`src/rtl/ahb_burst_master_pkg.sv`:
```
// ==================================================================
// Definitions: shared AHB-Lite types and constants for ahb_burst_master (rev 1.0)
// ==================================================================
`default_nettype none
`timescale 1ns/1ps

package Definitions;

  localparam int ADDRWIDTH = 32;
  localparam int DATAWIDTH = 32;
  localparam logic [2:0] DATATRANFER_SIZE = 3'b000;

  typedef enum logic [1:0] {
    IDLE   = 2'b00,
    BUSY   = 2'b01,
    NONSEQ = 2'b10,
    SEQ    = 2'b11
  } Trans_t;

  typedef enum logic [2:0] {
    SINGLE = 3'b000,
    INCR   = 3'b001,
    WRAP4  = 3'b010,
    INCR4  = 3'b011,
    WRAP8  = 3'b100,
    INCR8  = 3'b101,
    WRAP16 = 3'b110,
    INCR16 = 3'b111
  } BType_t;

  typedef enum logic {
    OKAY  = 1'b0,
    ERROR = 1'b1
  } Response_t;

  typedef enum logic [2:0] {
    ST_IDLE  = 3'd0,
    ST_ADDR  = 3'd1,
    ST_BURST = 3'd2,
    ST_LAST  = 3'd3,
    ST_ERR   = 3'd4
  } Mst_State_t;

  // INCR length is clamped to 1..16 so the 4-bit beat index never overflows.
  function automatic logic [4:0] burst_beats(input BType_t burst, input logic [4:0] len);
    case (burst)
      INCR:           burst_beats = (len == 5'd0) ? 5'd1 : ((len > 5'd16) ? 5'd16 : len);
      WRAP4, INCR4:   burst_beats = 5'd4;
      WRAP8, INCR8:   burst_beats = 5'd8;
      WRAP16, INCR16: burst_beats = 5'd16;
      default:        burst_beats = 5'd1;
    endcase
  endfunction

endpackage

`default_nettype wire

```
`src/rtl/ahb_burst_master_addr_gen.sv`:
```
// ==================================================================
// ahb_addr_gen: byte-step next-address for INCR/WRAP bursts (rev 1.0)
// ==================================================================
`default_nettype none
`timescale 1ns/1ps

module ahb_addr_gen
  import Definitions::*;
(
  input  logic [ADDRWIDTH-1:0] base,
  input  logic [3:0]           beat,
  input  BType_t               burst,
  output logic [ADDRWIDTH-1:0] addr
);

  logic [ADDRWIDTH-1:0] lin;

  // Wrapping bursts keep the upper bits of the first address and wrap the low bits.
  always_comb begin
    lin = base + {{(ADDRWIDTH-4){1'b0}}, beat};
    case (burst)
      WRAP4:   addr = {base[ADDRWIDTH-1:2], lin[1:0]};
      WRAP8:   addr = {base[ADDRWIDTH-1:3], lin[2:0]};
      WRAP16:  addr = {base[ADDRWIDTH-1:4], lin[3:0]};
      default: addr = lin;
    endcase
  end

endmodule

`default_nettype wire

```
`src/rtl/ahb_burst_master.sv`:
```
// ==================================================================
// ahb_burst_master: AHB-Lite byte-burst master, NONSEQ/SEQ sequencing (rev 1.0)
// ==================================================================
`default_nettype none
`timescale 1ns/1ps

module ahb_burst_master
  import Definitions::*;
(
  input  logic                 HCLK,
  input  logic                 HRESETn,
  input  logic                 cmd_valid,
  output logic                 cmd_ready,
  input  logic                 cmd_write,
  input  logic [ADDRWIDTH-1:0] cmd_addr,
  input  BType_t               cmd_burst,
  input  logic [4:0]           cmd_len,
  input  logic [7:0]           wr_data,
  output logic                 wr_pop,
  output logic [7:0]           rd_data,
  output logic                 rd_valid,
  output logic                 done,
  output logic                 error,
  output logic [ADDRWIDTH-1:0] HADDR,
  output Trans_t               HTRANS,
  output logic                 HWRITE,
  output logic [2:0]           HSIZE,
  output BType_t               HBURST,
  output logic [3:0]           HPROT,
  output logic                 HMASTLOCK,
  output logic [DATAWIDTH-1:0] HWDATA,
  input  logic                 HREADY,
  input  Response_t            HRESP,
  input  logic [DATAWIDTH-1:0] HRDATA
);

  Mst_State_t           state_q, state_d;
  logic [ADDRWIDTH-1:0] haddr_q, haddr_d, base_q, base_d, next_addr;
  Trans_t               htrans_q, htrans_d;
  logic                 hwrite_q, hwrite_d;
  BType_t               hburst_q, hburst_d;
  logic [DATAWIDTH-1:0] hwdata_q, hwdata_d;
  logic [3:0]           beat_q, beat_d;
  logic [4:0]           beats_q, beats_d;
  logic [7:0]           rd_data_q, rd_data_d;
  logic                 rd_valid_q, rd_valid_d, done_q, done_d, error_q, error_d;
  logic                 last_beat, err_first, rd_capture;
  logic                 unused_hrdata;

  ahb_addr_gen u_addr_gen (
    .base  (base_q),
    .beat  (beat_q + 4'd1),
    .burst (hburst_q),
    .addr  (next_addr)
  );

  assign last_beat     = ({1'b0, beat_q} == (beats_q - 5'd1));
  assign err_first     = (HRESP == ERROR) && !HREADY;
  assign rd_capture    = HREADY && (HRESP == OKAY) && !hwrite_q;
  assign unused_hrdata = ^HRDATA[DATAWIDTH-1:8];

  // ST_BURST and ST_LAST are the only states with a data phase in flight.
  always_comb begin
    state_d    = state_q;
    haddr_d    = haddr_q;
    base_d     = base_q;
    htrans_d   = htrans_q;
    hwrite_d   = hwrite_q;
    hburst_d   = hburst_q;
    hwdata_d   = hwdata_q;
    beat_d     = beat_q;
    beats_d    = beats_q;
    rd_data_d  = rd_data_q;
    rd_valid_d = 1'b0;
    done_d     = 1'b0;
    error_d    = 1'b0;
    wr_pop     = 1'b0;
    case (state_q)
      ST_IDLE: begin
        if (cmd_valid) begin
          base_d   = cmd_addr;
          haddr_d  = cmd_addr;
          htrans_d = NONSEQ;
          hwrite_d = cmd_write;
          hburst_d = cmd_burst;
          beats_d  = burst_beats(cmd_burst, cmd_len);
          beat_d   = 4'd0;
          state_d  = ST_ADDR;
        end
      end
      ST_ADDR: begin
        if (HREADY) begin
          wr_pop = hwrite_q;
          if (hwrite_q) hwdata_d = {{(DATAWIDTH-8){1'b0}}, wr_data};
          if (beats_q > 5'd1) begin
            beat_d   = beat_q + 4'd1;
            haddr_d  = next_addr;
            htrans_d = SEQ;
            state_d  = ST_BURST;
          end else begin
            htrans_d = IDLE;
            state_d  = ST_LAST;
          end
        end
      end
      ST_BURST: begin
        if (err_first) begin
          htrans_d = IDLE;
          state_d  = ST_ERR;
        end else if (HREADY) begin
          if (rd_capture) begin
            rd_data_d  = HRDATA[7:0];
            rd_valid_d = 1'b1;
          end
          wr_pop = hwrite_q;
          if (hwrite_q) hwdata_d = {{(DATAWIDTH-8){1'b0}}, wr_data};
          if (last_beat) begin
            htrans_d = IDLE;
            state_d  = ST_LAST;
          end else begin
            beat_d   = beat_q + 4'd1;
            haddr_d  = next_addr;
            htrans_d = SEQ;
          end
        end
      end
      ST_LAST: begin
        if (err_first) begin
          state_d = ST_ERR;
        end else if (HREADY) begin
          if (rd_capture) begin
            rd_data_d  = HRDATA[7:0];
            rd_valid_d = 1'b1;
          end
          done_d  = 1'b1;
          state_d = ST_IDLE;
        end
      end
      ST_ERR: begin
        if (HREADY) begin
          done_d  = 1'b1;
          error_d = 1'b1;
          state_d = ST_IDLE;
        end
      end
      default: state_d = ST_IDLE;
    endcase
  end

  always_ff @(posedge HCLK or negedge HRESETn) begin
    if (!HRESETn) begin
      state_q    <= ST_IDLE;
      haddr_q    <= '0;
      base_q     <= '0;
      htrans_q   <= IDLE;
      hwrite_q   <= 1'b0;
      hburst_q   <= SINGLE;
      hwdata_q   <= '0;
      beat_q     <= 4'd0;
      beats_q    <= 5'd1;
      rd_data_q  <= 8'h00;
      rd_valid_q <= 1'b0;
      done_q     <= 1'b0;
      error_q    <= 1'b0;
    end else begin
      state_q    <= state_d;
      haddr_q    <= haddr_d;
      base_q     <= base_d;
      htrans_q   <= htrans_d;
      hwrite_q   <= hwrite_d;
      hburst_q   <= hburst_d;
      hwdata_q   <= hwdata_d;
      beat_q     <= beat_d;
      beats_q    <= beats_d;
      rd_data_q  <= rd_data_d;
      rd_valid_q <= rd_valid_d;
      done_q     <= done_d;
      error_q    <= error_d;
    end
  end

  assign cmd_ready = (state_q == ST_IDLE);
  assign HADDR     = haddr_q;
  assign HTRANS    = htrans_q;
  assign HWRITE    = hwrite_q;
  assign HSIZE     = DATATRANFER_SIZE;
  assign HBURST    = hburst_q;
  assign HPROT     = 4'b0011;
  assign HMASTLOCK = 1'b0;
  assign HWDATA    = hwdata_q;
  assign rd_data   = rd_data_q;
  assign rd_valid  = rd_valid_q;
  assign done      = done_q;
  assign error     = error_q;

endmodule

`default_nettype wire

```
`config.mk`:
```
export PLATFORM = sky130hd
export DESIGN_NAME = ahb_burst_master
export DESIGN_NICKNAME = d
export VERILOG_FILES = /design/src/rtl/ahb_burst_master_pkg.sv /design/src/rtl/ahb_burst_master_addr_gen.sv /design/src/rtl/ahb_burst_master.sv
export SDC_FILE = /design/constraint.sdc
export NUM_CORES = 1
export LEC_CHECK = 0
export ABC_AREA = 1
export BUFFER_PORTS_ARGS = -buffer_cell sky130_fd_sc_hd__buf_2
export CAP_MARGIN = 10
export CORE_UTILIZATION = 53
export DETAILED_ROUTE_END_ITERATION = 8
export PLACE_DENSITY = 0.85
export SLEW_MARGIN = 30
export SYNTH_ARGS = -nofsm -noshare
export SYNTH_HDL_FRONTEND = slang
export SYNTH_SLANG_ARGS = --single-unit
export TNS_END_PERCENT = 100
```
`constraint.sdc`:
```
create_clock -name HCLK -period 3 [get_ports HCLK]
set_input_delay 0.6 -clock HCLK [delete_from_list [all_inputs] [get_ports HCLK]]
set_output_delay 0.6 -clock HCLK [all_outputs]
set_load 0.05 [all_outputs]
```
; After elaboration in Yosys (flattened, before gate mapping)
; Cells that the tools add are included.
[totals]
input_bits = 86
out_inout_bits = 91
elab_cells = 111
reg_bits = 125
[classes]
mux = 49
eq_ne = 23
reduce_logical = 19
add_sub_neg = 3
bitwise = 2
magnitude_cmp = 2
[op_table]
columns = operator, count
row1 = 2-to-1 mux 32 bit, 9
row2 = one-hot mux 32 bit (3 select lines), 2
row3 = one-hot mux 32 bit (2 select lines), 1
row4 = adder 32 x 4 -> 32 bit, 1
row5 = 2-to-1 mux 4 bit, 6
row6 = "== test 3 bit, second input constant", 7
row7 = 2-to-1 mux 3 bit, 7
row8 = one-hot mux 5 bit (4 select lines), 1
row9 = "== test 3 x 2 -> 1 bit, second input constant", 5
row10 = one-hot mux 3 bit (5 select lines), 1
row11 = 2-to-1 mux 2 bit, 6
row12 = "inequality test 2 bit, second input constant", 6
row13 = one-hot mux 4 bit (3 select lines), 1
row14 = AND reduction 4 bit, 3
row15 = 2-to-1 mux 1 bit, 10
row16 = 2-to-1 mux 5 bit, 2
row17 = OR reduction 2 bit, 4
row18 = AND reduction 7 bit, 1
row19 = "== test 3 x 1 -> 1 bit, second input constant", 2
row20 = "inequality test 3 bit, second input constant", 2
row21 = one-hot mux 2 bit (3 select lines), 1
row22 = == test 4 x 5 -> 1 bit, 1
row23 = "> comparator 5 x 1 -> 1 bit, second input constant", 1
row24 = "> comparator 5 bit, second input constant", 1
row25 = other kinds (11), 17

; Depth between registers and ports, before layout
[logic_depth]
ltp_word = 7
mapped_depth = 17
mapped_depth_nobuf = 17

; Cells and area by module
; From an unflattened synthesis, not the netlist that was laid out.
[unflattened]
cells_unflattened = 878
area_unflattened_um2 = 6123.4
[by_module_without_submodules]
columns = mod, area_each_um2, seq_area_each_um2, instances, cells_each
row1 = ahb_burst_master, 4977.3, 2528.7, 1, 648
row2 = ahb_addr_gen, 1146.1, 0.0, 1, 230

; Worst setup path after synthesis
; No wires, ideal clock.
[synth_timing]
path_kind = register -> register
from = register state_q[1]
to = register base_q[0]
period_less_slack_ps = 2638
t_arrival_ps = 2508
path_slack_ps = 362
path_stages_with_launch = 7
path_buffers = 2
cell_sequence = dfrtp_1 > nor3_1 > nand2_1 > buf_2 > buf_1 > nand2_1 > o21ai_0
[synth_via]
elab_chain_len = 2
[synth_lines]
columns = element, line
row1 = start: declaration, ahb_burst_master.sv:37  ; Mst_State_t state_q, state_d;
row2 = start signal: assignment, ahb_burst_master.sv:166  ; state_q <= state_d;
row3 = zero test 3 bit, n/a
row4 = via cmd_ready, ahb_burst_master.sv:13  ; output logic cmd_ready,
row5 = AND reduction 2 bit (no line), n/a
row6 = end signal: assignment, ahb_burst_master.sv:168  ; base_q <= base_d;
row7 = end: declaration, ahb_burst_master.sv:38  ; logic [ADDRWIDTH-1:0] haddr_q, haddr_d, base_q, base_d, next_addr;
; The timed path passes the listed nets, and every way through them passes these cells.
; A chain may end at the register's enable or synchronous reset.

; Worst setup path after layout
[layout_timing]
from = register beat_q[0]
to = register haddr_q[22] (netlist: HADDR[22])
[layout_via]
elab_chain_len = 7
word_cells_on_any_way = 12
classes_between = 2 x add/sub / 2 x eq/ne / 7 x mux / 1 x reduce/logical
[layout_lines]
columns = element, line
row1 = start: declaration, ahb_burst_master.sv:43  ; logic [3:0] beat_q, beat_d;
row2 = start signal: assignment, ahb_burst_master.sv:173  ; beat_q <= beat_d;
row3 = adder 4 x 1 -> 4 bit, ahb_burst_master.sv:52  ; .beat (beat_q + 4'd1),
row4 = adder 32 x 4 -> 32 bit, ahb_burst_master_addr_gen.sv:20  ; lin = base + {{(ADDRWIDTH-4){1'b0}}, beat};
row5 = one-hot mux 32 bit (3 select lines), ahb_burst_master_addr_gen.sv:21  ; case (burst)
row6 = 2-to-1 mux 32 bit, ahb_burst_master.sv:117  ; if (last_beat) begin
row7 = 2-to-1 mux 32 bit, ahb_burst_master.sv:110  ; end else if (HREADY) begin
row8 = 2-to-1 mux 32 bit, ahb_burst_master.sv:107  ; if (err_first) begin
row9 = one-hot mux 32 bit (3 select lines), ahb_burst_master.sv:78  ; case (state_q)
row10 = end signal: assignment, ahb_burst_master.sv:167  ; haddr_q <= haddr_d;
row11 = end: declaration, ahb_burst_master.sv:38
; Parallel ways exist; a longest one is shown, timed or not. The select of a mux whose other input is x is not followed.

==> results.md <==
- Crit end category: register
- Layout cells sized above 1: 17.4%
- Synth Area in Compound Gates: 7.00%
- Synthesized-area fraction occupied by adder cells: 1.80%
- Number of nets in the final layout: 1049
- Via Count: 5559
- Final setup viols: 0
- Synth Area in Simple Gates: 34.0%
- Hold WC Path Type: primary input to asynchronous set/reset pin
- PwrDens: 1210 nW/um^2
- DR pass1 iterations: 9
- Avg Cell Area, Syn: 7.12 um^2
- Clk Latency, worst-skew pair: 0.39 ns
- Slew HR: 53.7%
- Critical path startpoint category: register
- CP Max Fanout: 9
- Clock Path Buffers: 2
- Clk_skew: 0.0123 ns
- Core Region: 10900 um^2
- Vias/cell: 5.05
- Die Span X: 108 um
- Reg clk slew, reported paths: 0.11 ns
- Final ANT Viol Nets: 0
- Placed wire-length estimate: 10400 um
- RR Startpoint: beat_q[0]$_DFFE_PN0P_
- CTS Sinks: 101
- First-pass GRT wire length: 23900 um
- Num rows: 38
- Hold Vio Cnt, Final: 0
- Post-synthesis xor/xnor area fraction: 1.17%
- Worst Path Arrival: 3.03 ns
- CTS resizes: 0
- Failing checks: design-rule violations
- Antenna violations before repair: 0
- Seq cells post-synth: 101
- Antenna Cells: 0
- Fin. max-slew vios: 0
- DP Cell Count: 1084
- Max Cap Viol: 0
- Distinct cells, synth: 41
- Critical path type: register to register
- Post-CTS setup buffers: 0
- GRT Total Usage: 26.1%
- Seq/Total Area, Yosys: 42.4%
- CTS Buf Count: 9
- Ys Warns: 0
- Root Buffer: clkbuf_8
- Routed WL: 14200 um
- Async SR Flop Fraction: 100%
- Netlist Area Pre-Place: 5970 um^2
- DRC viols: 1
- R2r setup slk: 0.31 ns
- Outcome: complete, but fails checks
- Worst setup path endpoint: HADDR[22]$_DFFE_PN0P_
- Crit path from: beat_q[0]$_DFFE_PN0P_
- Htree depth: 3
- RR Endpoint: HADDR[22]$_DFFE_PN0P_
- VDD IR max: 0.000787 V
- Setup_tns: 0 ns
- Commonest non-fill, non-tap cell in the layout: nand2_1
- Most frequent cells in the layout: nand2_1, buf_2, dfrtp_1
- DR WL/cell: 12.9 um
- Fmax: 0.371 GHz
- I/O pin total: 177
- Die area: 11700 um^2
- Area growth syn-to-layout: 13.6%
- Largest family of logic cells by synthesized area: simple AND/OR/NAND/NOR gates
- Die height: 108 um
- CTS tree: yes
- # port buffers: 120
- Worst-margin pin slew: 0.695 ns
- Placer Congestion: 0.915
- EDFF count, synth: 0
- CTS Hold Bufs: 0
- RSZ-0062 raised after global routing: false
- R2R depth: 14
- Synthesized instance count: 838
- Starting Density: 54.8%
- Non-Filler Instances: 1100
- Vias in the first global route: 5119
- Worst EP required: 3.33 ns
- Final period util: 89.8%
- Post-synthesis mux area share: 1.68%
- Largest net degree at the start of global routing: 76
- P_leak: 3.70 nW
- Initial DRC count: 432
- Synth Flop Type: dfrtp_1
- Total gr overflow: 0
- Post-layout minimum cycle time: 2.69 ns
## how the worst min path moves through the flow
stage                       endpoint  depth (start not counted)                   from  slack, ns
3_5_place_dp   HADDR[19]$_DFFE_PN0P_                          2  HADDR[19]$_DFFE_PN0P_       0.46
3_3_place_gp   HADDR[19]$_DFFE_PN0P_                          2  HADDR[19]$_DFFE_PN0P_       0.46
2_1_floorplan   HADDR[0]$_DFFE_PN0P_                          0                HRESETn       0.30
5_1_grt               done$_DFF_PN0_                          1                HRESETn       0.26
4_1_cts               done$_DFF_PN0_                          1                HRESETn       0.39
6_report          HWRITE$_DFFE_PN0P_                          1                HRESETn       0.20
## where the power goes
group / switching [mW] / total [mW] / leakage (nW) / internal, mW
registers: 0.546 / 2.55 / 1.25 / 2.01
logic: 3.47 / 4.76 / 2.35 / 1.29
clock network: 0.548 / 0.880 / 0.102 / 0.333
## kinds of logic (layout without fill, tap and decap cells)
| logic type | Yosys count | after routing |
|---|---|---|
| other | 2 | 32 |
| buffers and inverters | 147 | 239 |
| flip-flops | 101 | 101 |
| AO/OA/AOI/OAI | 77 | 77 |
| XOR/XNOR | 8 | 8 |
| adder cells (fa/ha/maj) | 8 | 8 |
| multiplexers | 9 | 9 |
| AND/OR/NAND/NOR | 486 | 486 |
## worst max-delay path, cell delays in order, from the launching register on
cell      delay (ns)
dfrtp_1         0.45
ha_1            0.23
xnor2_1         0.17
inv_1           0.06
ha_1            0.35
nand2_1         0.06
nor2_1          0.14
nor2_1          0.13
nor2_2          0.38
nand2_1         0.20
o21bai_1        0.19
nand3_1         0.10
nand2_1         0.08
nand2_1         0.04
nand2_1         0.07
## flip-flops by register name, indices dropped and copies added, names as in the netlist
| signal | count |
|---|---|
| HTRANS | 2 |
| HADDR | 32 |
| rd_data | 8 |
| state_q | 3 |
| error | 1 |
| done | 1 |
| HBURST | 3 |
| beats_q | 5 |
| HWDATA | 8 |
| rd_valid | 1 |
| base_q | 32 |
| beat_q | 4 |
| HWRITE | 1 |
## Yosys cell counts, drive strengths merged, types with 2 or more instances
cell    count  area (um^2)
nand4      13         81.3
xnor2       3         26.3
inv        93          352
clkbuf      7         26.3
xor2        5         43.8
and2        2         12.5
o21bai      3         22.5
o21ai      60          300
a22oi       2         15.0
buf        46          323
dfrtp     100         2500
nor2       64          245
or2         3         18.8
ha          7         87.6
nand3b      4         30.0
nand3      73          375
a21oi       4         20.0
conb        2         7.51
mux2        8         90.1
nor3       12         82.6
nand2     315         1180
o211ai      3         22.5
## metrics by stage
stage	hold slack, ns	setup WS (ns)	utilization, %	power, mW	area [um^2]
4_1_cts	0.386	0.355	62.2	8.21	6770
5_1_grt	0.261	0.0199	62.3	8.84	6780
6_report	0.204	0.307	62.3	8.19	6780
3_5_place_dp	0.462	0.396	60.4	7.30	6580
2_1_floorplan	0.304	0.362	-	6.21	6080
3_3_place_gp	0.459	0.490	60.4	7.20	6580
## per-layer routing
layer | share of wire [%] | GRT usage (%) | up-vias | wire, um
met5 | 0 | 0 | - | 0
met4 | 1.1 | 6.46 | 0 | 151
met3 | 7.3 | 5.49 | 14 | 1030
met2 | 46 | 41.4 | 191 | 6490
met1 | 46 | 36.4 | 2546 | 6530
li1 | - | - | 2808 | -
## cell type report
| class | instances | area (um^2) |
|---|---|---|
| Clock buffer | 9 | 124 |
| Clock inverter | 7 | 73.8 |
| Fill cell | 1014 | 4110 |
| Inverter | 94 | 355 |
| Multi-Input combinational cell | 620 | 2850 |
| Sequential cell | 101 | 2530 |
| Tap cell | 140 | 175 |
| Timing Repair Buffer | 129 | 674 |
Power figures use the tool's default switching activity.
